[config.mk]
export PLATFORM = sky130hd
export DESIGN_NAME = pc_sequencer_flat
export DESIGN_NICKNAME = d
export VERILOG_FILES = /design/src/rtl/pc_sequencer_pkg.sv /design/src/rtl/pc_sequencer_if.sv /design/src/rtl/pc_sequencer.sv /design/src/flat_wrapper.sv
export SDC_FILE = /design/constraint.sdc
export NUM_CORES = 1
export LEC_CHECK = 0
export ABC_CLOCK_PERIOD_IN_PS = 1400
export BUFFER_PORTS_ARGS = -buffer_cell sky130_fd_sc_hd__buf_2
export CAP_MARGIN = 20
export CORE_UTILIZATION = 37
export CTS_CLUSTER_SIZE = 24
export DETAILED_ROUTE_END_ITERATION = 10
export GPL_ROUTABILITY_DRIVEN = 0
export GPL_TIMING_DRIVEN = 1
export HOLD_SLACK_MARGIN = 0.08
export PLACE_DENSITY = 0.72
export SYNTH_ARGS = -nofsm -noshare
export SYNTH_HDL_FRONTEND = slang
export SYNTH_SLANG_ARGS = --single-unit
[constraint.sdc]
create_clock -name clk -period 1.4 [get_ports clk]
set_input_delay 0.07 -clock clk [delete_from_list [all_inputs] [get_ports clk]]
set_output_delay 0.07 -clock clk [all_outputs]
set_load 0.05 [all_outputs]
[src/rtl/pc_sequencer_pkg.sv]
// Shared CPU definitions for the instruction sequencer: state encodings,
// opcode constants and an opcode classifier used by the decoder and the bench.
package pc_sequencer_pkg;

  localparam int PC_W = 10;
  localparam int IW   = 16;

  typedef enum logic [2:0] {
    ST_IDLE   = 3'd0,
    ST_FETCH  = 3'd1,
    ST_DECODE = 3'd2,
    ST_EXEC   = 3'd3,
    ST_HALT   = 3'd4
  } state_t;

  localparam logic [3:0] OP_JMP = 4'hE;
  localparam logic [3:0] OP_BZ  = 4'hD;
  localparam logic [3:0] OP_HLT = 4'hF;

  typedef enum logic [1:0] {
    CL_JUMP   = 2'd0,
    CL_BRANCH = 2'd1,
    CL_HALT   = 2'd2,
    CL_EXEC   = 2'd3
  } op_class_t;

  function automatic op_class_t classify(input logic [IW-1:0] instr);
    op_class_t cls;
    case (instr[15:12])
      OP_JMP:  cls = CL_JUMP;
      OP_BZ:   cls = CL_BRANCH;
      OP_HLT:  cls = CL_HALT;
      default: cls = CL_EXEC;
    endcase
    return cls;
  endfunction

  // A conditional branch only redirects the PC when the zero flag is set.
  function automatic logic redirects(input op_class_t cls, input logic zero);
    return (cls == CL_JUMP) || ((cls == CL_BRANCH) && zero);
  endfunction

endpackage

[src/rtl/pc_sequencer_if.sv]
// Bus between the sequencer and its environment: program counter control,
// instruction memory handshake and execute-unit handshake.
interface pc_sequencer_if;
  import pc_sequencer_pkg::*;

  logic              start;
  logic [PC_W-1:0]   PC;
  logic              pc_overflow;
  logic              mem_ack;
  logic [IW-1:0]     mem_data;
  logic              zero;
  logic              ex_done;
  logic              fetch;
  logic              pc_write;
  logic [PC_W-1:0]   addr;
  logic              mem_req;
  logic [PC_W-1:0]   mem_addr;
  logic [IW-1:0]     ir;
  logic              ex_start;
  logic              halted;

  modport slave (
    input  start, PC, pc_overflow, mem_ack, mem_data, zero, ex_done,
    output fetch, pc_write, addr, mem_req, mem_addr, ir, ex_start, halted
  );

  modport master (
    output start, PC, pc_overflow, mem_ack, mem_data, zero, ex_done,
    input  fetch, pc_write, addr, mem_req, mem_addr, ir, ex_start, halted
  );

endinterface

[src/rtl/pc_sequencer.sv]
// Instruction sequencer: fetches from instruction memory, decodes the opcode
// and steers an external program counter and execute unit.
module pc_sequencer
  import pc_sequencer_pkg::*;
(
  input  logic            clk,
  input  logic            rst,
  pc_sequencer_if.slave   bus
);

  state_t           state_q, state_d;
  logic [IW-1:0]    ir_q, ir_d;
  logic             mem_req_q;
  logic             halted_q;
  op_class_t        cls_s;

  logic             fetch_s;
  logic             pc_write_s;
  logic [PC_W-1:0]  addr_s;
  logic             ex_start_s;

  assign cls_s = classify(ir_q);

  // Next-state and instruction-register load logic.
  always_comb begin
    state_d = state_q;
    ir_d    = ir_q;
    case (state_q)
      ST_IDLE: begin
        if (bus.start) begin
          state_d = ST_FETCH;
        end else begin
          state_d = ST_IDLE;
        end
      end
      ST_FETCH: begin
        // A wrapped PC must never fetch again, even with data on the bus.
        if (bus.pc_overflow) begin
          state_d = ST_HALT;
        end else if (bus.mem_ack) begin
          state_d = ST_DECODE;
          ir_d    = bus.mem_data;
        end else begin
          state_d = ST_FETCH;
        end
      end
      ST_DECODE: begin
        case (cls_s)
          CL_JUMP:   state_d = ST_FETCH;
          CL_BRANCH: state_d = ST_FETCH;
          CL_HALT:   state_d = ST_HALT;
          default:   state_d = ST_EXEC;
        endcase
      end
      ST_EXEC: begin
        if (bus.ex_done) begin
          state_d = ST_FETCH;
        end else begin
          state_d = ST_EXEC;
        end
      end
      ST_HALT: state_d = ST_HALT;
      default: state_d = ST_IDLE;
    endcase
  end

  // State, instruction register and state-derived status flags.
  always_ff @(posedge clk or posedge rst) begin
    if (rst) begin
      state_q   <= ST_IDLE;
      ir_q      <= 16'h0000;
      mem_req_q <= 1'b0;
      halted_q  <= 1'b0;
    end else begin
      state_q   <= state_d;
      ir_q      <= ir_d;
      mem_req_q <= (state_d == ST_FETCH);
      halted_q  <= (state_d == ST_HALT);
    end
  end

  // PC and execute strobes decoded from state, instruction and flags.
  always_comb begin
    fetch_s    = 1'b0;
    pc_write_s = 1'b0;
    addr_s     = 10'd0;
    ex_start_s = 1'b0;
    case (state_q)
      ST_DECODE: begin
        if (redirects(cls_s, bus.zero)) begin
          pc_write_s = 1'b1;
          addr_s     = ir_q[9:0];
        end else if (cls_s == CL_BRANCH) begin
          fetch_s = 1'b1;
        end else if (cls_s == CL_EXEC) begin
          ex_start_s = 1'b1;
        end else begin
          fetch_s = 1'b0;
        end
      end
      ST_EXEC: begin
        if (bus.ex_done) begin
          fetch_s = 1'b1;
        end else begin
          fetch_s = 1'b0;
        end
      end
      default: begin
        fetch_s = 1'b0;
      end
    endcase
  end

  assign bus.fetch    = fetch_s;
  assign bus.pc_write = pc_write_s;
  assign bus.addr     = addr_s;
  assign bus.ex_start = ex_start_s;
  assign bus.mem_req  = mem_req_q;
  assign bus.mem_addr = mem_req_q ? bus.PC : 10'd0;
  assign bus.ir       = ir_q;
  assign bus.halted   = halted_q;

endmodule

[src/flat_wrapper.sv]
// flat-port wrapper written by rule: the top's interface ports become plain ports
module pc_sequencer_flat import pc_sequencer_pkg::*;
  (clk, rst, bus_start, bus_PC, bus_pc_overflow, bus_mem_ack, bus_mem_data, bus_zero, bus_ex_done, bus_fetch, bus_pc_write, bus_addr, bus_mem_req, bus_mem_addr, bus_ir, bus_ex_start, bus_halted);
  pc_sequencer_if bus_i ();
  input  logic clk;
  input  logic rst;
  input wire logic [$bits(bus_i.start)-1:0] bus_start;
  input wire logic [$bits(bus_i.PC)-1:0] bus_PC;
  input wire logic [$bits(bus_i.pc_overflow)-1:0] bus_pc_overflow;
  input wire logic [$bits(bus_i.mem_ack)-1:0] bus_mem_ack;
  input wire logic [$bits(bus_i.mem_data)-1:0] bus_mem_data;
  input wire logic [$bits(bus_i.zero)-1:0] bus_zero;
  input wire logic [$bits(bus_i.ex_done)-1:0] bus_ex_done;
  output wire logic [$bits(bus_i.fetch)-1:0] bus_fetch;
  output wire logic [$bits(bus_i.pc_write)-1:0] bus_pc_write;
  output wire logic [$bits(bus_i.addr)-1:0] bus_addr;
  output wire logic [$bits(bus_i.mem_req)-1:0] bus_mem_req;
  output wire logic [$bits(bus_i.mem_addr)-1:0] bus_mem_addr;
  output wire logic [$bits(bus_i.ir)-1:0] bus_ir;
  output wire logic [$bits(bus_i.ex_start)-1:0] bus_ex_start;
  output wire logic [$bits(bus_i.halted)-1:0] bus_halted;
  assign bus_i.start = bus_start;
  assign bus_i.PC = bus_PC;
  assign bus_i.pc_overflow = bus_pc_overflow;
  assign bus_i.mem_ack = bus_mem_ack;
  assign bus_i.mem_data = bus_mem_data;
  assign bus_i.zero = bus_zero;
  assign bus_i.ex_done = bus_ex_done;
  assign bus_fetch = bus_i.fetch;
  assign bus_pc_write = bus_i.pc_write;
  assign bus_addr = bus_i.addr;
  assign bus_mem_req = bus_i.mem_req;
  assign bus_mem_addr = bus_i.mem_addr;
  assign bus_ir = bus_i.ir;
  assign bus_ex_start = bus_i.ex_start;
  assign bus_halted = bus_i.halted;
  pc_sequencer u_core (.clk(clk), .rst(rst), .bus(bus_i));
endmodule
After elaboration in Yosys (flattened, before gate mapping)
Index checks and enable logic that the tools add are counted.
{"block": "op_classes", "n_eq_ne": 12, "muxes": 20, "bitwise": 1, "reduce_logical": 6}
{"op": "$mux W10", "count": 3}
{"op": "$pmux W3 S5", "count": 1}
{"op": "$eq A4 B4 Y1 const B", "count": 3}
{"op": "$mux W1", "count": 10}
{"op": "$eq A3 B1 Y1 const B", "count": 2}
{"op": "$eq A3 B2 Y1 const B", "count": 2}
{"op": "$eq A3 B3 Y1 const B", "count": 2}
{"op": "$pmux W2 S3", "count": 1}
{"op": "$pmux W3 S2", "count": 1}
{"op": "$eq A2 B2 Y1 const B", "count": 2}
{"op": "$mux W2", "count": 2}
{"op": "$logic_not A3 Y1", "count": 1}
{"op": "$mux W3", "count": 1}
{"op": "$reduce_and A3 Y1", "count": 1}
{"op": "$eq A2 B1 Y1 const B", "count": 1}
{"op": "$logic_not A2 Y1", "count": 1}
{"op": "$pmux W1 S2", "count": 1}
{"op": "$reduce_or A2 Y1", "count": 1}
{"op": "$logic_and A1 B1 Y1", "count": 1}
{"op": "$logic_or A1 B1 Y1", "count": 1}
{"op": "$not A1 Y1", "count": 1}
{"block": "word_totals", "register_bits": 21, "in_bits": 33, "wordCells": 43}

Longest topological paths before layout
Gate-level depths: netlist of run 1.
{"block": "logic_depth", "word_depth": 7, "depth_mapped": 5, "mapped_depth_nobuf": 3}

Worst setup path after synthesis of run 1
Ideal clock, no wire load.
{"block": "synth_path", "path_kind": "reg-to-output", "from": "register u_core.ir_q[12] (netlist: u_core.bus.ir[12])", "to": "output port bus_addr[0]", "arrival_ps": 2046, "t_required_ps": 1330, "setup_slack_ps": -716, "stages_incl_launch_ff": 5, "n_path_buf": 1, "path_cell_list": "dfrtp_1 nand2b_1 a2111oi_2 buf_2 and2_1"}
{"block": "synth_between", "elab_chain_cells": 7}
{"element": "start, declared", "line_no": "pc_sequencer.sv:12", "source": "logic [IW-1:0] ir_q, ir_d;"}
{"element": "start signal, assigned", "line_no": "pc_sequencer.sv:76", "source": "ir_q <= ir_d;"}
{"element": "$eq A4 B4 Y1", "line_no": "pc_sequencer_pkg.sv:29", "source": "case (instr[15:12])"}
{"element": "$pmux W2 S3 *", "line_no": "pc_sequencer_pkg.sv:29"}
{"element": "$eq A2 B1 Y1", "line_no": "pc_sequencer_pkg.sv:40", "source": "return (cls == CL_JUMP) || ((cls == CL_BRANCH) && zero);"}
{"element": "$logic_and A1 B1 Y1", "line_no": "pc_sequencer_pkg.sv:40"}
{"element": "$logic_or A1 B1 Y1 *", "line_no": "pc_sequencer_pkg.sv:40"}
{"element": "$mux W10 *", "line_no": "pc_sequencer.sv:90", "source": "if (redirects(cls_s, bus.zero)) begin"}
{"element": "$mux W10 *", "line_no": "pc_sequencer.sv:88", "source": "case (state_q)"}
{"element": "end, declared", "line_no": "flat_wrapper.sv:16", "source": "output wire logic [$bits(bus_i.addr)-1:0] bus_addr;"}
Mark *: on every way between the ends. The rest lies on a longest branch, timed or not.

Final worst setup path of run 1
{"block": "layout_path", "from": "register u_core.ir_q[13] (netlist: u_core.bus.ir[13])", "to": "output port bus_addr[3]"}
Same word-level chain as after synthesis.

==> PnR_summary.wiki, run 1 <==
{| class="wikitable"
! Metric !! Value
|-
| Status || finished with violations
|-
| Violations in the final reports || setup timing
|-
| Post-Synth Simple-Gate Area || 21.9%
|-
| Count of pins on the block boundary || 74
|-
| Post-Place Worst Slack || -0.221 ns
|-
| Non-Filler Cell Area, Final || 0.00206 mm2
|-
| Area of placed instances || 0.00163 mm2
|-
| Chain of cells forming the critical path || nand3b_1 > a2111oi_4 > buf_4 > and2_4 > buf_8
|-
| Number of antenna violations at the first check in global routing || 0
|-
| Clock latency at the later pin of the worst-skew pair || 0.31 ns
|-
| First drt pass iteration count || 4
|-
| Via count || about 1200
|-
| Post-synthesis average cell area || 12.0 um2
|-
| Kind of start point of the critical path || flip-flop
|-
| Final core occ || 74.2%
|-
| Internal reg-to-reg setup slack || -0.02 ns
|-
| Post-route fraction of the period consumed by the critical path || 133%
|-
| Chip Height || 56.6 um
|-
| Master cell of the clock root buffer || clkbuf_4
|-
| Setup repair after global routing missed its margin || yes
|-
| GRT overflow || 0
|-
| Buffers plus inverters on the worst setup path || 2
|-
| Vias in the first global route || 1184
|-
| Required time at the endpoint of the critical path || approximately 1.3 ns
|-
| Period minus WS final || 1.87 ns
|-
| Horiz. Die Dim || 56.6 um
|-
| Post-synth top flop || dfrtp_1
|-
| Aggregate global-route resource usage || 22.7%
|-
| Post-Synthesis Cells || between 90 and 100
|-
| Violation count after the first detailed-routing iteration || 41
|-
| Starting Density || around two fifths
|-
| Number of synthesized flops with an enable pin || 0
|-
| Main combinational cell family by area after synthesis || simple AND/OR/NAND/NOR gates
|-
| H-tree depth reported by CTS || 1
|-
| Post-synthesis mux area share || between 10% and 20%
|-
| Kind of capture point of the worst setup path || primary output
|-
| Final number of hold-violating endpoints || 0
|-
| TritonCTS clock tree || built
|-
| Post-synthesis compound-gate area fraction || 7.38%
|-
| Post-synthesis cell type count || 28
|-
| HPWL reported at the end of detailed placement || 2.23 mm
|-
| Cell taking the most area after synthesis || dfrtp_1
|-
| Yosys top cell area share || a little under half
|-
| Wire length of the first global-routing pass || 5.58 mm
|-
| Post-layout worst setup margin || -0.468 ns
|-
| Data arrival time of the critical path || 1.80 ns
|-
| Max-cap violations || 0
|-
| Total setup violations reported at the end of the flow || 15
|-
| Fmax || 0.535 GHz
|-
| Sequential Area || 533 um2
|-
| Slowest stage cell on the critical path || dfrtp_2
|-
| Adder-cell share of the synthesized area || 0%
|-
| Clock Sinks || 21
|-
| Crit path largest cell delay || 0.42 ns
|-
| Min-delay worst type || in -> reg
|-
| Area of the placeable core || 0.00278 mm2
|-
| Maximum number of pins on one net before global-route repair || 13
|-
| Post-route antenna net violation count || 0
|-
| Synth top area cells || dfrtp_1, and2_1, mux2_4
|-
| Setup skew after layout || 0.00762 ns
|-
| Relative slew slack || 73.8%
|-
| Final number of max-transition violations || 0
|-
| Net count of the mapped netlist || 125
|-
| Total of warnings raised by yosys || 0
|-
| Seq/Total Area, Yosys || 47.7%
|-
| Clock transition at path regs || 0.12 ns
|-
| CP Max Fanout || 5
|-
| Number of filler cells placed in the layout || roughly 200
|-
| Wirelength, routed || approximately 3.6 mm
|-
| Die outline area || 0.00320 mm2
|-
| Number of design rule violations left after detail routing || 0
|-
| Seq cells post-synth || 21
|-
| Critical path class || reg -> out
|-
| Slew of the pin with the lowest slew margin || approximately 0.39 ns
|-
| Total area of multi-input combinational cells || roughly 650 um2
|-
| XOR/XNOR share of the synthesized area || 0%
|-
| Detailed-route wire length per cell || 15.3 um
|-
| LEAKAGE || 1.08 nW
|-
| Layout cells sized above 1 || between 70% and 80%
|-
| Bufs on Longest Clock Path || 2
|-
| Detail-routed via count per cell || between 4 and 5
|-
| Clock buffer count from CTS || 3
|-
| FP Rows || 19
|-
| Power density over cell area || 490 mW/mm2
|-
| Port Buf Inserts || 73
|-
| Layout overhead on the synthesized area || 87.3%
|-
| Post-layout net count || 236
|-
| Delay-heaviest family, CP || flip-flops
|-
| Async set-or-reset flop fraction in the synthesized netlist || 100%
|-
| Antenna diode count || 0
|-
| Cell with the most instances after synthesis || dfrtp_1
|-
| Most used standard cells in the synthesized netlist || dfrtp_1, and2_1, mux2_2, mux2_4, nand2_1
|-
| Cell area after synthesis || between 0.001 and 0.0015 mm2
|-
| Worst IR drop on VDD || 0.000583 V
|}
[layout by cell type, fill, tap and decap left out, types with 2 or more instances in the layout]
cell | Yosys | routed
and2_1 | 20 | 10
and2_4 | 0 | 10
and3_4 | 0 | 2
buf_2 | 1 | 60
buf_4 | 0 | 12
buf_6 | 1 | 6
buf_8 | 0 | 11
clkbuf_4 | 0 | 3
dfrtp_1 | 21 | 15
dfrtp_2 | 0 | 6
dlygate4sd3_1 | 0 | 18
inv_1 | 2 | 2
mux2_2 | 8 | 8
mux2_4 | 8 | 8
nand2_1 | 5 | 3
nand2_2 | 0 | 2
nor2_2 | 0 | 3
o21ai_1 | 0 | 2
[metal layers]
layer	track usage, %	routed length [um]	vias up
li1	-	-	540
met1	27.3	1400	549
met2	40.8	1850	69
met3	3.46	255	6
met4	7.67	56	0
met5	0	0	-
[metrics by stage]
stage | hold slack [ns] | TNS (ns) | instances | total power, mW
floorplan | 0.0462 | -2.95 | 92 | 0.629
global placement | 0.0617 | -1.70 | 205 | 0.677
detailed placement | 0.0703 | -2.50 | 205 | 0.680
CTS | 0.111 | -5.89 | 231 | 1.01
global route | 0.123 | -6.48 | 233 | 1.05
finish | 0.106 | -5.28 | 233 | 1.01
[worst paths after layout]
check	start	to	cells after the start
setup / recovery	u_core.bus.ir[13]	bus_addr[3]	5
hold / removal	bus_pc_overflow	u_core.state_q[2]	3
setup reg to reg	u_core.state_q[0]	u_core.state_q[1]	4
hold reg to reg	u_core.bus.ir[10]	u_core.bus.ir[10]	1
max in group asynchronous	rst	u_core.bus.ir[6]	4
min in group asynchronous	rst	u_core.state_q[2]	3
[flip-flops by register name, indices dropped and copies added (netlist names)]
name	flops
u_core.bus.halted	1
u_core.bus.ir	16
u_core.bus.mem_req	1
u_core.state_q	3
[cells by family after synthesis]
kind of cell,after synthesis
AND/OR/NAND/NOR,40
AO/OA/AOI/OAI,10
flip-flops,21
multiplexers,16
buffers and inverters,5
[report_power, final]
group | switching [mW] | leakage (nW) | internal [mW]
logic | 0.0364 | 0.793 | 0.0676
clock network | 0.194 | 0.0177 | 0.107
registers | 0 | 0.273 | 0.606
total | 0.230 | 1.08 | 0.781
[what timing repair did]
action,4_1_cts,5_1_grt
buffers inserted,2,1
gates cloned,2,1
hold buffers,18,0
gates resized for setup,48,8
endpoints found under the setup margin,26,32
hold endpoints to repair,27,0
pin swaps,15,4
[final cells by class]
class	count	share of cell area (%)
clock inverters	1	0.242
flip-flops and latches	21	25.8
inverters	2	0.364
repair buffers	107	38.9
clock buffers	3	1.09
well taps	31	1.88
multi-input cells	68	31.7
[worst register-to-register path, stage by stage, from the launching register on]
cell     delay (ns)
dfrtp_2        0.48
nor2b_4        0.16
and3_4         0.23
buf_4          0.15
or2_2          0.29
No activity file was read; power rests on OpenSTA's default activity.
==> run 2, diff against run 1 <==
--- a/config.mk
+++ b/config.mk
@@ -6,5 +6,4 @@
 export NUM_CORES = 1
 export LEC_CHECK = 0
-export ABC_CLOCK_PERIOD_IN_PS = 1400
 export BUFFER_PORTS_ARGS = -buffer_cell sky130_fd_sc_hd__buf_2
 export CAP_MARGIN = 20
==> constraint.sdc (replaced) <==
create_clock -name clk -period 1.4 [get_ports clk]
set_input_delay 0.07 -clock clk [delete_from_list [all_inputs] [get_ports clk]]
set_output_delay 0.07 -clock clk [all_outputs]
set_load 0.02 [all_outputs]
==> run 2 against run 1 <==
The run still ends with setup timing left. Global-route usage increased by 0.30 points. First-iteration DRC count down 56%. Setup slack better by 0.039 ns. Count of clock-buffer cells in the layout unchanged. Critical endpoint is now bus_addr[5]. Largest power group unchanged.
==> PnR_summary.wiki, run 2 (synthesis gave the netlist of run 1 again) <==
{| class="wikitable"
! Metric !! Value
|-
| Layout overhead on the synthesized area || 84.7% (was 87.3%)
|-
| Total setup violations reported at the end of the flow || 15 (unchanged)
|-
| First drt pass iteration count || 2 (was 4)
|-
| Slowest stage cell on the critical path || dfrtp_2 (unchanged)
|-
| Port Buf Inserts || 73 (unchanged)
|-
| Aggregate global-route resource usage || 23.0% (was 22.7%)
|-
| Maximum number of pins on one net before global-route repair || 13 (unchanged)
|-
| Clock Sinks || 21 (unchanged)
|-
| Internal Pwr Total || 0.780 mW (was 0.781 mW)
|-
| LEAKAGE || 1.08 nW (about the same)
|-
| Kind of start point of the critical path || flip-flop (unchanged)
|-
| Worst IR drop on VDD || 0.000490 V (was 0.000583 V)
|-
| Area of the placeable core || 0.00278 mm2 (unchanged)
|-
| Final core occ || 73.2% (was 74.2%)
|-
| Critical path class || reg -> out (unchanged)
|-
| H-tree depth reported by CTS || 1 (unchanged)
|-
| Grt met1 use || 25.2% (was 27.3%)
|-
| Clock latency at the later pin of the worst-skew pair || 0.31 ns (about the same)
|-
| Final number of hold-violating endpoints || 0 (unchanged)
|-
| Starting Density || 39.6% (unchanged)
|-
| Commonest non-fill, non-tap cells in the layout || buf_2, dlygate4sd3_1, dfrtp_1 (unchanged)
|-
| Data arrival time of the critical path || 1.76 ns (was 1.80 ns)
|-
| Die outline area || 0.00320 mm2 (unchanged)
|-
| Total area of multi-input combinational cells || 677 um2 (was 654 um2)
|-
| Horiz. Die Dim || 56.6 um (unchanged)
|-
| Violation count after the first detailed-routing iteration || 18 (was 41)
|-
| Met2 global-route usage || 43.4% (was 40.8%)
|-
| Chip Height || 56.6 um (unchanged)
|-
| Bufs on Longest Clock Path || 2 (unchanged)
|-
| Crit path largest cell delay || 0.43 ns (was 0.42 ns)
|-
| Wirelength, routed || 3.69 mm (was 3.56 mm)
|-
| Post-route antenna net violation count || 0 (unchanged)
|-
| Number of flip-flops in the largest register || 16 (unchanged)
|-
| Master cell of the clock root buffer || clkbuf_4 (unchanged)
|-
| Slew of the pin with the lowest slew margin || 0.395 ns (was 0.393 ns)
|-
| Number of antenna violations at the first check in global routing || 0 (unchanged)
|-
| Most common cell after layout, fill and taps aside || buf_2 (unchanged)
|-
| Setup skew after layout || 0.0106 ns (was 0.00762 ns)
|-
| Count of pins on the block boundary || 74 (unchanged)
|-
| FP Rows || 19 (unchanged)
|-
| Post-layout worst setup margin || -0.429 ns (was -0.468 ns)
|-
| Power density over cell area || 497 mW/mm2 (was 490 mW/mm2)
|-
| Share of total power consumed by net switching || 22.8% (about the same)
|-
| Kind of capture point of the worst setup path || primary output (unchanged)
|-
| Clock buffer count from CTS || 3 (unchanged)
|-
| Relative slew slack || 73.6% (was 73.8%)
|-
| TritonCTS clock tree || built (unchanged)
|-
| HPWL reported at the end of detailed placement || 2.25 mm (was 2.23 mm)
|-
| Max-cap violations || 0 (unchanged)
|-
| Fmax || 0.547 GHz (was 0.535 GHz)
|-
| Final number of max-transition violations || 0 (unchanged)
|-
| Detailed-route wire length per cell || 15.8 um (was 15.3 um)
|-
| Non-Filler Cell Area, Final || 0.00204 mm2 (was 0.00206 mm2)
|-
| Wire length of the first global-routing pass || 5.65 mm (was 5.58 mm)
|-
| Clock transition at path regs || 0.13 ns (was 0.12 ns)
|-
| Routing usage on met3 || 3.92% (was 3.46%)
|-
| Period minus WS final || 1.83 ns (was 1.87 ns)
|-
| Switching pwr || 0.231 mW (was 0.230 mW)
|-
| Required time at the endpoint of the critical path || 1.33 ns (about the same)
|-
| GRT overflow || 0 (unchanged)
|-
| Post-layout net count || 236 (unchanged)
|-
| Antenna diode count || 0 (unchanged)
|-
| Sequential Area || 531 um2 (was 533 um2)
|-
| Chain of cells forming the critical path || nand3b_1 > a2111oi_4 > buf_4 > and2_4 > buf_6 (was nand3b_1 > a2111oi_4 > buf_4 > and2_4 > buf_8)
|-
| Detail-routed via count per cell || 5.02 (was 5.00)
|-
| Area of placed instances || 0.00159 mm2 (was 0.00163 mm2)
|-
| Setup repair after global routing missed its margin || yes (unchanged)
|-
| Violations in the final reports || setup timing (unchanged)
|-
| Number of design rule violations left after detail routing || 0 (unchanged)
|-
| Number of filler cells placed in the layout || 191 (was 198)
|-
| Vias in the first global route || 1232 (was 1184)
|-
| Part of the total power dissipated in the clock network || 29.6% (was 29.7%)
|-
| Layout cells sized above 1 || 69.3% (was 70.3%)
|-
| Min-delay worst type || in -> reg (unchanged)
|-
| Via count || 1170 (was 1164)
|-
| Hold_ws || 0.115 ns (was 0.106 ns)
|-
| Proportion of power drawn by combinational gates || 10.4% (was 10.3%)
|-
| Proportion of power drawn by flip-flops and latches || 60.0% (about the same)
|-
| Post-route fraction of the period consumed by the critical path || 131% (was 133%)
|-
| CP Max Fanout || 6 (was 5)
|-
| Global route hottest layer || met2 (unchanged)
|-
| Status || finished with violations (unchanged)
|}
==> run 2: worst max-delay path: cells and delay by family, from the launching register on <==
family / cells / cell delay (ns)
buf+inv: 2 / 0.32
flops: 1 / 0.43
simple gates: 2 / 0.33
compound gates: 1 / 0.36
==> run 2: path summary, 6_finish.rpt <==
kind                                   startpoint           endpoint  slack [ns]  cells after the start
max in group asynchronous                     rst   u_core.bus.ir[2]        0.61                      4
worst max-delay path            u_core.bus.ir[13]        bus_addr[5]       -0.43                      5
worst min-delay path              bus_pc_overflow  u_core.state_q[2]        0.12                      3
min in group asynchronous                     rst  u_core.bus.ir[13]        0.27                      3
worst min register to register  u_core.bus.ir[11]  u_core.bus.ir[11]        0.55                      1
worst max register to register  u_core.state_q[0]  u_core.bus.ir[11]       -0.01                      3
==> run 2: power by group through the flow <==
| stage | sequential, mW | clock, mW | combinational [mW] |
|---|---|---|---|
| 2_1_floorplan | 0.618 | 0 | 0.0112 |
| 3_3_place_gp | 0.618 | 0 | 0.0590 |
| 3_5_place_dp | 0.618 | 0 | 0.0626 |
| 4_1_cts | 0.606 | 0.294 | 0.102 |
| 5_1_grt | 0.607 | 0.332 | 0.114 |
| 6_report | 0.606 | 0.299 | 0.105 |
==> run 2: repair_timing <==
item                                   CTS  global route
pin swaps                               15             2
resized for setup                       37            15
cloned                                   3             0
hold buffers                            18             0
setup buffers                            4             0
setup endpoints to repair               29            33
endpoints found under the hold margin   27             0
==> run 2: routing by layer <==
layer,up-vias,wire length [um]
met1,568,1360
li1,540,-
met3,6,228
met4,0,38
met2,56,2070
met5,-,0
==> run 2: area by class of cell <==
type,instances,area share (%)
Sequential cell,21,26.1
Timing Repair Buffer,107,37.1
Inverter,2,0.369
Tap cell,31,1.91
Clock inverter,1,0.246
Clock buffer,3,1.11
Multi-Input combinational cell,68,33.3
==> run 2: metrics by stage <==
step / setup TNS (ns) / total power, mW / worst slack, ns / cells
3_5_place_dp: -1.72 / 0.681 / -0.125 / 204
5_1_grt: -6.19 / 1.05 / -0.480 / 233
6_report: -4.81 / 1.01 / -0.429 / 233
4_1_cts: -5.09 / 1.00 / -0.456 / 233
3_3_place_gp: -0.878 / 0.677 / -0.0612 / 204
2_1_floorplan: -1.14 / 0.629 / -0.0886 / 92
==> run 3, diff against run 2 <==
--- a/config.mk
+++ b/config.mk
@@ -7,5 +7,4 @@
 export LEC_CHECK = 0
 export BUFFER_PORTS_ARGS = -buffer_cell sky130_fd_sc_hd__buf_2
-export CAP_MARGIN = 20
 export CORE_UTILIZATION = 37
 export CTS_CLUSTER_SIZE = 24
==> constraint.sdc (replaced) <==
create_clock -name clk -period 1.4 [get_ports clk]
set_input_delay 0.07 -clock clk [delete_from_list [all_inputs] [get_ports clk]]
set_output_delay 0.07 -clock clk [all_outputs]
set_load 0.005 [all_outputs]
==> run 3 against run 2 <==
Non-clock buffer count grew 8. Combinational power about the same. The run still ends with setup timing left. First-iteration DRC count grew 67%. Sequential cell count unchanged. Via count up 0.85%.
==> PnR_summary.wiki, run 3 (synthesis gave the netlist of run 1 again) <==
{| class="wikitable"
! Metric !! Value
|-
| Bufs on Longest Clock Path || 2 (unchanged)
|-
| Status || finished with violations (unchanged)
|-
| Slew of the pin with the lowest slew margin || 0.281 ns (was 0.395 ns)
|-
| Clock latency at the later pin of the worst-skew pair || 0.31 ns (about the same)
|-
| First drt pass iteration count || 4 (was 2)
|-
| Total setup violations reported at the end of the flow || 30 (was 15)
|-
| Grt met1 use || 24.7% (was 25.2%)
|-
| Wirelength, routed || 3.39 mm (was 3.69 mm)
|-
| Number of design rule violations left after detail routing || 0 (unchanged)
|-
| Aggregate global-route resource usage || 21.9% (was 23.0%)
|-
| Via count || 1180 (was 1170)
|-
| Detailed-route wire length per cell || 14.2 um (was 15.8 um)
|-
| Post-Place Worst Slack || -0.0257 ns (was -0.125 ns)
|-
| Clock Sinks || 21 (unchanged)
|-
| Layout overhead on the synthesized area || 83.4% (was 84.7%)
|-
| Relative slew slack || 81.3% (was 73.6%)
|-
| Post-route fraction of the period consumed by the critical path || 129% (was 131%)
|-
| FP Rows || 19 (unchanged)
|-
| Met2 global-route usage || 41.0% (was 43.4%)
|-
| Critical path class || reg -> out (unchanged)
|-
| Final number of max-transition violations || 0 (unchanged)
|-
| Die outline area || 0.00320 mm2 (unchanged)
|-
| Chip Height || 56.6 um (unchanged)
|-
| Vias in the first global route || 1194 (was 1232)
|-
| Starting Density || 39.6% (unchanged)
|-
| Sequential Area || 527 um2 (was 531 um2)
|-
| Area of the placeable core || 0.00278 mm2 (unchanged)
|-
| Number of flip-flops in the largest register || 16 (unchanged)
|-
| CP Max Fanout || 6 (unchanged)
|-
| Post-layout worst setup margin || -0.401 ns (was -0.429 ns)
|-
| Horiz. Die Dim || 56.6 um (unchanged)
|-
| Max-cap violations || 0 (unchanged)
|-
| Post-route antenna net violation count || 0 (unchanged)
|-
| Violation count after the first detailed-routing iteration || 30 (was 18)
|-
| LEAKAGE || 1.12 nW (was 1.08 nW)
|-
| Kind of start point of the critical path || flip-flop (unchanged)
|-
| Period minus WS final || 1.80 ns (was 1.83 ns)
|-
| Detail-routed via count per cell || 4.94 (was 5.02)
|-
| Setup skew after layout || 0.00496 ns (was 0.0106 ns)
|-
| Kind of capture point of the worst setup path || primary output (unchanged)
|-
| HPWL reported at the end of detailed placement || 2.03 mm (was 2.25 mm)
|-
| Required time at the endpoint of the critical path || 1.33 ns (about the same)
|-
| Clock buffer count from CTS || 3 (unchanged)
|-
| Antenna diode count || 0 (unchanged)
|-
| Fmax || 0.555 GHz (was 0.547 GHz)
|-
| Power density over cell area || 499 mW/mm2 (was 497 mW/mm2)
|-
| Data arrival time of the critical path || 1.73 ns (was 1.76 ns)
|-
| Wire length of the first global-routing pass || 5.29 mm (was 5.65 mm)
|-
| Setup repair after global routing missed its margin || yes (unchanged)
|-
| Global route hottest layer || met2 (unchanged)
|-
| Master cell of the clock root buffer || clkbuf_4 (unchanged)
|-
| Most common cell after layout, fill and taps aside || buf_2 (unchanged)
|-
| Final core occ || 72.7% (was 73.2%)
|-
| Post-layout net count || 242 (was 236)
|-
| Count of pins on the block boundary || 74 (unchanged)
|-
| Layout cells sized above 1 || 63.0% (was 69.3%)
|-
| TritonCTS clock tree || built (unchanged)
|-
| Number of antenna violations at the first check in global routing || 0 (unchanged)
|-
| Port Buf Inserts || 73 (unchanged)
|-
| Min-delay worst type || in -> reg (unchanged)
|-
| GRT overflow || 0 (unchanged)
|-
| Routing usage on met3 || 4.38% (was 3.92%)
|-
| Violations in the final reports || setup timing (unchanged)
|-
| Maximum number of pins on one net before global-route repair || 22 (was 13)
|-
| Total area of multi-input combinational cells || 624 um2 (was 677 um2)
|-
| Worst IR drop on VDD || 0.000472 V (was 0.000490 V)
|-
| H-tree depth reported by CTS || 1 (unchanged)
|-
| Number of filler cells placed in the layout || 184 (was 191)
|-
| Commonest non-fill, non-tap cells in the layout || buf_2, dfrtp_1, and2_1 (was buf_2, dlygate4sd3_1, dfrtp_1)
|-
| Clock transition at path regs || 0.12 ns (was 0.13 ns)
|-
| Final number of hold-violating endpoints || 0 (unchanged)
|}
-- run 3: cell types whose count changed in the layout (fill, tap and decap cells not counted), moves of 4 or more --
cell	previous run	this run
buf_4	14	18
buf_2	60	71
and2_4	10	1
buf_6	15	5
and2_1	10	19
-- run 3: worst max-delay path: stages (launching register included) --
cell       delay [ns]
dfrtp_2          0.43
nand3b_1         0.21
a2111oi_4        0.34
buf_4            0.20
and2_1           0.13
buf_2            0.10
-- run 3: cell type report --
cell class              instances  area share [%]
clock inverters                 1           0.248
multi-input cells              66            30.9
well taps                      31            1.92
flip-flops and latches         21            26.1
inverters                       2           0.371
repair buffers                115            39.4
clock buffers                   3            1.11
-- run 3: what timing repair did --
item / CTS / global route
cloned: 2 / 1
endpoints found under the hold margin: 39 / 0
buffers inserted: 4 / 8
setup endpoints to repair: 22 / 33
pin swaps: 2 / 9
hold buffers: 18 / 0
resized for setup: 17 / 16
-- run 3: stage by stage --
step / TNS (ns) / power (mW) / instance area (um2) / hold slack (ns) / cells
floorplan: -0.257 / 0.629 / 1100 / 0.0465 / 92
global placement: -0.000533 / 0.677 / 1570 / 0.105 / 205
detailed placement: -0.243 / 0.679 / 1570 / 0.117 / 205
CTS: -5.66 / 1.01 / 1920 / 0.110 / 233
global route: -9.04 / 1.06 / 2020 / 0.0891 / 239
finish: -7.11 / 1.01 / 2020 / 0.0742 / 239
-- run 3: per-layer routing --
layer,part of all wire [%],vias to the layer above,wire length (um)
met5,0,-,0
met1,38,561,1300
met4,1.1,0,38
met2,53,61,1800
li1,-,553,-
met3,7.2,5,243
-- run 3: final timing paths --
kind / start / endpoint / slack [ns] / cells past startpoint
worst max register to register: u_core.state_q[0] / u_core.bus.ir[9] / -0.16 / 6
max in group asynchronous: rst / u_core.bus.ir[13] / 0.86 / 4
worst min register to register: u_core.bus.ir[10] / u_core.bus.ir[10] / 0.53 / 1
worst max-delay path: u_core.bus.ir[13] / bus_addr[1] / -0.40 / 5
min in group asynchronous: rst / u_core.bus.ir[6] / 0.31 / 4
worst min-delay path: bus_pc_overflow / u_core.state_q[2] / 0.07 / 3
-- run 3: report_power, final --
part           internal, mW  switching, mW
Combinational        0.0674         0.0346
Clock                 0.107          0.193
Sequential            0.606              0
Total                 0.781          0.228
